**config.mk**
```make
export PLATFORM = sky130hd
export DESIGN_NAME = inst_fetch_buf_flat
export DESIGN_NICKNAME = d
export VERILOG_FILES = /design/src/rtl/inst_fetch_buf_pkg.sv /design/src/rtl/inst_fetch_buf_if.sv /design/src/rtl/inst_fetch_buf_fetch_fifo.sv /design/src/rtl/inst_fetch_buf.sv /design/src/flat_wrapper.sv
export SDC_FILE = /design/constraint.sdc
export NUM_CORES = 1
export LEC_CHECK = 0
export ABC_CLOCK_PERIOD_IN_PS = 6500
export BUFFER_PORTS_ARGS = -buffer_cell sky130_fd_sc_hd__clkbuf_2
export CORE_MARGIN = 8
export CORE_UTILIZATION = 40
export DETAILED_ROUTE_END_ITERATION = 10
export GPL_TIMING_DRIVEN = 0
export HOLD_SLACK_MARGIN = 0.1
export PLACE_DENSITY_LB_ADDON = 0.1
export SLEW_MARGIN = 5
export SYNTH_ARGS = -nofsm -noshare
export SYNTH_HDL_FRONTEND = slang
export SYNTH_SLANG_ARGS = --single-unit
```
**constraint.sdc**
```tcl
create_clock -name clk -period 6.5 [get_ports clk]
set_input_delay 1.3 -clock clk [delete_from_list [all_inputs] [get_ports clk]]
set_output_delay 1.3 -clock clk [all_outputs]
set_load 0.01 [all_outputs]
```
**src/rtl/inst_fetch_buf_pkg.sv**
```systemverilog
// Shared widths, exception codes and types for the instruction fetch buffer.
package inst_fetch_buf_pkg;

  localparam int INST_W  = 32;
  localparam int ECODE_W = 6;

  // Fetch-side exception codes that can arrive with pf_ex.
  localparam logic [ECODE_W-1:0] ECODE_PIF  = 6'h03;
  localparam logic [ECODE_W-1:0] ECODE_PPI  = 6'h07;
  localparam logic [ECODE_W-1:0] ECODE_ADEF = 6'h08;
  localparam logic [ECODE_W-1:0] ECODE_TLBR = 6'h3f;

  typedef enum logic {
    REQ_IDLE = 1'b0,
    REQ_HOLD = 1'b1
  } req_state_t;

  // One buffered fetch result; exception entries carry inst = 0.
  typedef struct packed {
    logic [INST_W-1:0]  inst;
    logic               ex;
    logic [ECODE_W-1:0] ecode;
  } fetch_entry_t;

endpackage

```
**src/rtl/inst_fetch_buf_if.sv**
```systemverilog
// Pre-IF, inst SRAM bus and IF->ID signals of the fetch buffer.
interface inst_fetch_buf_if;
  import inst_fetch_buf_pkg::*;

  logic               pf_valid;
  logic [INST_W-1:0]  pf_pa;
  logic               pf_ex;
  logic [ECODE_W-1:0] pf_ecode;
  logic               pf_ready;

  logic               inst_sram_req;
  logic [INST_W-1:0]  inst_sram_addr;
  logic               inst_sram_addr_ok;
  logic               inst_sram_data_ok;
  logic [INST_W-1:0]  inst_sram_rdata;

  logic               fs_valid;
  logic [INST_W-1:0]  fs_inst;
  logic               fs_ex;
  logic [ECODE_W-1:0] fs_ecode;
  logic               ds_allowin;

  // Environment side: pre-IF, bus slave and decode stage.
  modport master (
    output pf_valid, pf_pa, pf_ex, pf_ecode,
    input  pf_ready,
    input  inst_sram_req, inst_sram_addr,
    output inst_sram_addr_ok, inst_sram_data_ok, inst_sram_rdata,
    input  fs_valid, fs_inst, fs_ex, fs_ecode,
    output ds_allowin
  );

  // Fetch buffer side.
  modport slave (
    input  pf_valid, pf_pa, pf_ex, pf_ecode,
    output pf_ready,
    output inst_sram_req, inst_sram_addr,
    input  inst_sram_addr_ok, inst_sram_data_ok, inst_sram_rdata,
    output fs_valid, fs_inst, fs_ex, fs_ecode,
    input  ds_allowin
  );

endinterface

```
**src/rtl/inst_fetch_buf_fetch_fifo.sv**
```systemverilog
// In-order buffer of fetch results with push/pop/clear and occupancy count.
module fetch_fifo
  import inst_fetch_buf_pkg::*;
#(
  parameter int DEPTH = 2,
  parameter int CW    = 2
) (
  input  logic         clk,
  input  logic         rst,
  input  logic         push,
  input  fetch_entry_t push_data,
  input  logic         pop,
  input  logic         clear,
  output fetch_entry_t head,
  output logic [CW-1:0] count
);

  localparam logic [CW-1:0] DEPTH_C = CW'(DEPTH);
  localparam logic [CW-1:0] LAST_C  = CW'(DEPTH - 1);

  // Sized to the pointer range so every pointer value indexes a real entry.
  fetch_entry_t    mem_reg [2**CW];
  logic [CW-1:0]   rd_ptr_reg;
  logic [CW-1:0]   wr_ptr_reg;
  logic [CW-1:0]   count_reg;
  logic            do_push;
  logic            do_pop;

  function automatic logic [CW-1:0] ptr_inc(input logic [CW-1:0] p);
    return (p == LAST_C) ? '0 : p + CW'(1);
  endfunction

  assign do_pop  = pop && (count_reg != '0) && !clear;
  assign do_push = push && !clear && ((count_reg != DEPTH_C) || do_pop);

  assign head  = mem_reg[rd_ptr_reg];
  assign count = count_reg;

  // Entry storage; contents need no reset since count gates visibility.
  always_ff @(posedge clk) begin
    if (do_push) begin
      mem_reg[wr_ptr_reg] <= push_data;
    end
  end

  // Pointers and count; clear empties the buffer in one cycle.
  always_ff @(posedge clk or posedge rst) begin
    if (rst) begin
      rd_ptr_reg <= '0;
      wr_ptr_reg <= '0;
      count_reg  <= '0;
    end else if (clear) begin
      rd_ptr_reg <= '0;
      wr_ptr_reg <= '0;
      count_reg  <= '0;
    end else begin
      if (do_push) wr_ptr_reg <= ptr_inc(wr_ptr_reg);
      if (do_pop)  rd_ptr_reg <= ptr_inc(rd_ptr_reg);
      case ({do_push, do_pop})
        2'b10:   count_reg <= count_reg + CW'(1);
        2'b01:   count_reg <= count_reg - CW'(1);
        default: count_reg <= count_reg;
      endcase
    end
  end

endmodule

```
**src/rtl/inst_fetch_buf.sv**
```systemverilog
// Instruction fetch buffer: issues inst-bus requests for translated PCs,
// drops responses made stale by a flush, and queues results for decode.
module inst_fetch_buf
  import inst_fetch_buf_pkg::*;
#(
  parameter int DEPTH = 2,
  parameter int CW    = 2
) (
  input logic              clk,
  input logic              reset,
  input logic              flush,
  inst_fetch_buf_if.slave  bus
);

  localparam logic [CW-1:0] DEPTH_C = CW'(DEPTH);

  req_state_t        state_reg;
  logic [INST_W-1:0] hold_addr_reg;
  logic              hold_kill_reg;
  logic [CW-1:0]     outstanding_reg;
  logic [CW-1:0]     outstanding_next;
  logic [CW-1:0]     discard_reg;
  logic [CW-1:0]     discard_next;
  logic [CW-1:0]     fifo_count;
  logic [CW:0]       occ;

  logic              idle_issue;
  logic              idle_ex;
  logic              accept;
  logic              hold_done;
  logic              resp_valid;
  logic              resp_drop;
  logic              fifo_push;
  fetch_entry_t      fifo_push_data;
  fetch_entry_t      fifo_head;

  // Every slot in flight (requested or buffered) reserves a FIFO entry.
  assign occ = {1'b0, outstanding_reg} + {1'b0, fifo_count};

  assign idle_issue = (state_reg == REQ_IDLE) && bus.pf_valid && !bus.pf_ex &&
                      !flush && (occ < {1'b0, DEPTH_C});
  // Exception PCs wait for all older requests so they stay in program order.
  assign idle_ex    = (state_reg == REQ_IDLE) && bus.pf_valid && bus.pf_ex &&
                      !flush && (outstanding_reg == '0) && (fifo_count < DEPTH_C);

  assign bus.inst_sram_req  = !reset && ((state_reg == REQ_HOLD) || idle_issue);
  assign bus.inst_sram_addr = reset                   ? '0 :
                              (state_reg == REQ_HOLD) ? hold_addr_reg :
                              idle_issue              ? bus.pf_pa : '0;

  assign accept     = bus.inst_sram_req && bus.inst_sram_addr_ok;
  assign hold_done  = (state_reg == REQ_HOLD) && bus.inst_sram_addr_ok;
  assign resp_valid = bus.inst_sram_data_ok && (outstanding_reg != '0);
  assign resp_drop  = resp_valid && (discard_reg != '0);

  // A request killed by a flush while held must not advance pre-IF.
  assign bus.pf_ready = !reset && !flush &&
                        ((idle_issue && bus.inst_sram_addr_ok) ||
                         (hold_done && !hold_kill_reg) || idle_ex);

  assign fifo_push      = !flush && ((resp_valid && !resp_drop) || idle_ex);
  assign fifo_push_data = idle_ex ? '{inst: '0, ex: 1'b1, ecode: bus.pf_ecode}
                                  : '{inst: bus.inst_sram_rdata, ex: 1'b0, ecode: '0};

  fetch_fifo #(
    .DEPTH (DEPTH),
    .CW    (CW)
  ) u_fifo (
    .clk       (clk),
    .rst       (reset),
    .push      (fifo_push),
    .push_data (fifo_push_data),
    .pop       (bus.fs_valid && bus.ds_allowin),
    .clear     (flush),
    .head      (fifo_head),
    .count     (fifo_count)
  );

  assign bus.fs_valid = (fifo_count != '0);
  assign bus.fs_inst  = bus.fs_valid ? fifo_head.inst  : '0;
  assign bus.fs_ex    = bus.fs_valid && fifo_head.ex;
  assign bus.fs_ecode = bus.fs_valid ? fifo_head.ecode : '0;

  // Next values of the in-flight and stale-response counters.
  always_comb begin
    outstanding_next = outstanding_reg + CW'(accept) - CW'(resp_valid);
    if (flush) begin
      // Everything still in flight after this edge belongs to the old path.
      discard_next = outstanding_next;
    end else begin
      discard_next = discard_reg - CW'(resp_drop) + CW'(hold_done && hold_kill_reg);
    end
  end

  // Counter registers.
  always_ff @(posedge clk or posedge reset) begin
    if (reset) begin
      outstanding_reg <= '0;
      discard_reg     <= '0;
    end else begin
      outstanding_reg <= outstanding_next;
      discard_reg     <= discard_next;
    end
  end

  // Request FSM: HOLD keeps req/addr stable until the bus accepts.
  always_ff @(posedge clk or posedge reset) begin
    if (reset) begin
      state_reg     <= REQ_IDLE;
      hold_addr_reg <= '0;
      hold_kill_reg <= 1'b0;
    end else begin
      case (state_reg)
        REQ_IDLE: begin
          if (idle_issue && !bus.inst_sram_addr_ok) begin
            state_reg     <= REQ_HOLD;
            hold_addr_reg <= bus.pf_pa;
            hold_kill_reg <= 1'b0;
          end
        end
        REQ_HOLD: begin
          if (bus.inst_sram_addr_ok) begin
            state_reg     <= REQ_IDLE;
            hold_kill_reg <= 1'b0;
          end else if (flush) begin
            hold_kill_reg <= 1'b1;
          end
        end
        default: state_reg <= REQ_IDLE;
      endcase
    end
  end

endmodule

```
**src/flat_wrapper.sv**
```systemverilog
// flat-port wrapper written by rule: the top's interface ports become plain ports
module inst_fetch_buf_flat import inst_fetch_buf_pkg::*;
#(
  parameter int DEPTH = 2,
  parameter int CW    = 2
)
  (clk, reset, flush, bus_pf_valid, bus_pf_pa, bus_pf_ex, bus_pf_ecode, bus_pf_ready, bus_inst_sram_req, bus_inst_sram_addr, bus_inst_sram_addr_ok, bus_inst_sram_data_ok, bus_inst_sram_rdata, bus_fs_valid, bus_fs_inst, bus_fs_ex, bus_fs_ecode, bus_ds_allowin);
  inst_fetch_buf_if bus_i ();
  input logic clk;
  input logic reset;
  input logic flush;
  input wire logic [$bits(bus_i.pf_valid)-1:0] bus_pf_valid;
  input wire logic [$bits(bus_i.pf_pa)-1:0] bus_pf_pa;
  input wire logic [$bits(bus_i.pf_ex)-1:0] bus_pf_ex;
  input wire logic [$bits(bus_i.pf_ecode)-1:0] bus_pf_ecode;
  output wire logic [$bits(bus_i.pf_ready)-1:0] bus_pf_ready;
  output wire logic [$bits(bus_i.inst_sram_req)-1:0] bus_inst_sram_req;
  output wire logic [$bits(bus_i.inst_sram_addr)-1:0] bus_inst_sram_addr;
  input wire logic [$bits(bus_i.inst_sram_addr_ok)-1:0] bus_inst_sram_addr_ok;
  input wire logic [$bits(bus_i.inst_sram_data_ok)-1:0] bus_inst_sram_data_ok;
  input wire logic [$bits(bus_i.inst_sram_rdata)-1:0] bus_inst_sram_rdata;
  output wire logic [$bits(bus_i.fs_valid)-1:0] bus_fs_valid;
  output wire logic [$bits(bus_i.fs_inst)-1:0] bus_fs_inst;
  output wire logic [$bits(bus_i.fs_ex)-1:0] bus_fs_ex;
  output wire logic [$bits(bus_i.fs_ecode)-1:0] bus_fs_ecode;
  input wire logic [$bits(bus_i.ds_allowin)-1:0] bus_ds_allowin;
  assign bus_i.pf_valid = bus_pf_valid;
  assign bus_i.pf_pa = bus_pf_pa;
  assign bus_i.pf_ex = bus_pf_ex;
  assign bus_i.pf_ecode = bus_pf_ecode;
  assign bus_pf_ready = bus_i.pf_ready;
  assign bus_inst_sram_req = bus_i.inst_sram_req;
  assign bus_inst_sram_addr = bus_i.inst_sram_addr;
  assign bus_i.inst_sram_addr_ok = bus_inst_sram_addr_ok;
  assign bus_i.inst_sram_data_ok = bus_inst_sram_data_ok;
  assign bus_i.inst_sram_rdata = bus_inst_sram_rdata;
  assign bus_fs_valid = bus_i.fs_valid;
  assign bus_fs_inst = bus_i.fs_inst;
  assign bus_fs_ex = bus_i.fs_ex;
  assign bus_fs_ecode = bus_i.fs_ecode;
  assign bus_i.ds_allowin = bus_ds_allowin;
  inst_fetch_buf #(.DEPTH(DEPTH), .CW(CW)) u_core (.clk(clk), .reset(reset), .flush(flush), .bus(bus_i));
endmodule
```
==> flow_metrics.tcl <==
set metrics [dict create \
    hold_class "flip-flop to flip-flop" \
    finalNetCount 786 \
    period_share 0.675 \
    fin_ws_ns 2.11 \
    io_buffers 150 \
    status "finished clean" \
    die-area_sq_um 26200 \
    gr-usage-all-layers 0.149 \
    cts_tree "yes" \
    grt_remaining_overflow 0 \
    drt-initial-drc-count 203 \
    cts.sinks 200 \
    ctsRootBufferMaster "clkbuf_16" \
    post-cts-setup-buffers 0 \
    largest_reg_flops 156 \
    clock_skew_ns 0.0124 \
    rsz0062_at_grt "false" \
    synth.area.top_cells "edfxtp_1 (55%), dfrtp_1 (13%), mux4_2 (10%), and2_1 (5.7%), mux2_2 (4.4%)" \
    dp_hpwl_um 13700 \
    slowest_stage "or3b_1" \
    worstPathRequired_ns 5.20 \
    slew_viol_final 0 \
    grt_pass1_vias 5554 \
    ctsResizeCount 0 \
    worst_path_largest_cell_delay_ns 0.37 \
    synth_ff_type "edfxtp_1" \
    endpoint_kind "primary output" \
    synth.avg_cell_area_sq_um 16.5 \
    wire_per_inst_um 19.1 \
    num_vias 4977 \
    cts_buffers 17 \
    vdd_ir_drop_max_v 0.000184 \
    syn_to_final_growth_pct 22.0 \
    die_x_um 162 \
    synth_edf_count 156 \
    clock_latency_ns 0.43 \
    grt_start_max_net_pins 38 \
    hold-worst-slack_ns 0.507 \
    coreArea_sq_um 21000 \
    drive_gt1_frac 0.412 \
    powerDensity_nw_per_um2 318 \
    critPathLaunchType "input pin" \
    chipHeight_um 162 \
    finalHoldViolations 0 \
    leakage_nw 3.89 \
    initial_utilization 0.407 \
    seq_area_frac_synth 0.679 \
    place_ws_ns 2.07 \
    cts_hold_buf 0 \
    gp_congestion 0.735 \
    drc 0 \
    avgViaCountPerCell 5.02 \
    yosys.cell_types.count 40 \
    antenna_found_initial 0 \
    critPathArrivalTime_ns 3.09 \
    maxSlewHeadroom 0.393 \
    synth.ff_latch_count 200 \
    synth_top_area_cell "edfxtp_1" \
    io_pins 152 \
    final_util 0.496 \
    postSynthCellCount 516 \
    crit_chain "clkbuf_2 -> or3b_1 -> buf_2 -> nor2_1 -> buf_2 -> a22oi_1 -> nor2_1 -> clkbuf_2" \
    cts_max_path_buffers 2 \
    drt-pass1-iter-count 4 \
    syn_nets 599 \
    worst_pin_slew_ns 0.905 \
    path_clk_slew_ns 0.08 \
    drt_wl_total_um 18900 \
    synthArstFlopShare 0.220 \
    ys_warn_count 0 \
    max_freq_ghz 0.228 \
    synth_top_area_frac 0.550 \
    total_power_mw 3.31 \
    rows 53 \
    min_period_ns 4.39 \
    drv_cap 0 \
    diodes 0 \
    setup_violations 0 \
    htree_levels 4 \
    setup.worst_path.class "input pin to primary output" \
    grt_pass1_wl_um 30100 \
    path_max_fanout 10 \
    drtAntennaViolNets 0 \
    syn_area_sq_um 8520 \
]
[cell usage after synthesis (2+ instances only)]
| cell type | count |
|---|---|
| nor3_1 | 3 |
| xor2_1 | 2 |
| nor2_1 | 40 |
| edfxtp_1 | 156 |
| nand2_1 | 2 |
| mux4_2 | 39 |
| o21ai_0 | 4 |
| nand3_1 | 2 |
| buf_6 | 4 |
| buf_2 | 9 |
| dfrtp_1 | 44 |
| and2_1 | 78 |
| inv_1 | 12 |
| or2_2 | 2 |
| a21oi_1 | 3 |
| xnor2_1 | 4 |
| a211oi_1 | 2 |
| buf_1 | 4 |
| a22oi_1 | 32 |
| mux2_2 | 33 |
| clkbuf_1 | 17 |
| ha_1 | 4 |
| nor2b_1 | 2 |
| or3_1 | 2 |
[kinds of logic (layout without fill, tap and decap cells)]
logic type      Yosys count  in the layout  synth area share
compound gates           47             47            0.0423
xor+xnor                  6              6           0.00617
fa+ha+maj                 5              5           0.00822
buf+inv                  46            246            0.0251
flops                   200            200             0.679
mux                      73             73             0.148
simple gates            139            139            0.0913
[layout by cell type (no fill, tap or decap), types with 11 or more instances in the layout]
cell       count
clkbuf_16     17
edfxtp_1     156
clkbuf_2     150
mux4_2        39
mux2_2        33
dfrtp_1       44
and2_1        78
a22oi_1       32
inv_1         11
nor2_1        39
clkbuf_1      18
[worst paths after layout]
path	from	endpoint	slack, ns	cells past startpoint
max	flush	bus_inst_sram_addr[14]	2.11	8
min in group asynchronous	reset	u_core.hold_addr_reg[24]	1.21	3
min	u_core.hold_addr_reg[25]	u_core.hold_addr_reg[25]	0.51	1
max in group asynchronous	reset	u_core.u_fifo.count[0]	4.83	4
max reg2reg	u_core.u_fifo.count[1]	u_core.u_fifo.mem_reg[2][28]	3.36	7
min reg2reg	u_core.hold_addr_reg[25]	u_core.hold_addr_reg[25]	0.51	1
[power breakdown]
part | switching [mW] | leakage (nW) | internal (mW)
Combinational | 0.331 | 1.69 | 0.332
Sequential | 0.0811 | 1.92 | 1.56
Clock | 0.497 | 0.272 | 0.510
Total | 0.909 | 3.89 | 2.40
[worst max-delay path, delay by kind of cell]
family / cells / cell delay [ns]
simple gates: 3 / 0.90
buf+inv: 4 / 0.79
compound gates: 1 / 0.09
[area by class of cell]
| cell class | count | area [sq um] |
|---|---|---|
| Inverter | 12 | 45.0 |
| Buffer | 34 | 169 |
| Multi-Input combinational cell | 270 | 2550 |
| Sequential cell | 200 | 5790 |
| Clock inverter | 14 | 140 |
| Fill cell | 1896 | 10600 |
| Clock buffer | 18 | 429 |
| Timing Repair Buffer | 168 | 933 |
| Tap cell | 275 | 344 |
[per-layer routing]
metal / vias to the layer above / global-route usage / part of all wire
met5: - / 0 / 0
met4: 0 / 0.0417 / 0.0091
met3: 12 / 0.0511 / 0.072
met2: 130 / 0.262 / 0.51
met1: 2515 / 0.170 / 0.41
li1: 2320 / - / -
[metrics by stage]
step / TNS, ns / area, sq um / cells
final: 0 / 10400 / 991
after CTS: 0 / 10400 / 991
after global placement: -278.60 / 9620 / 941
after floorplan: 0 / 8520 / 516
after detailed placement: 0 / 9820 / 959
after global routing: 0 / 10400 / 991
Power figures use the tool's default switching activity.
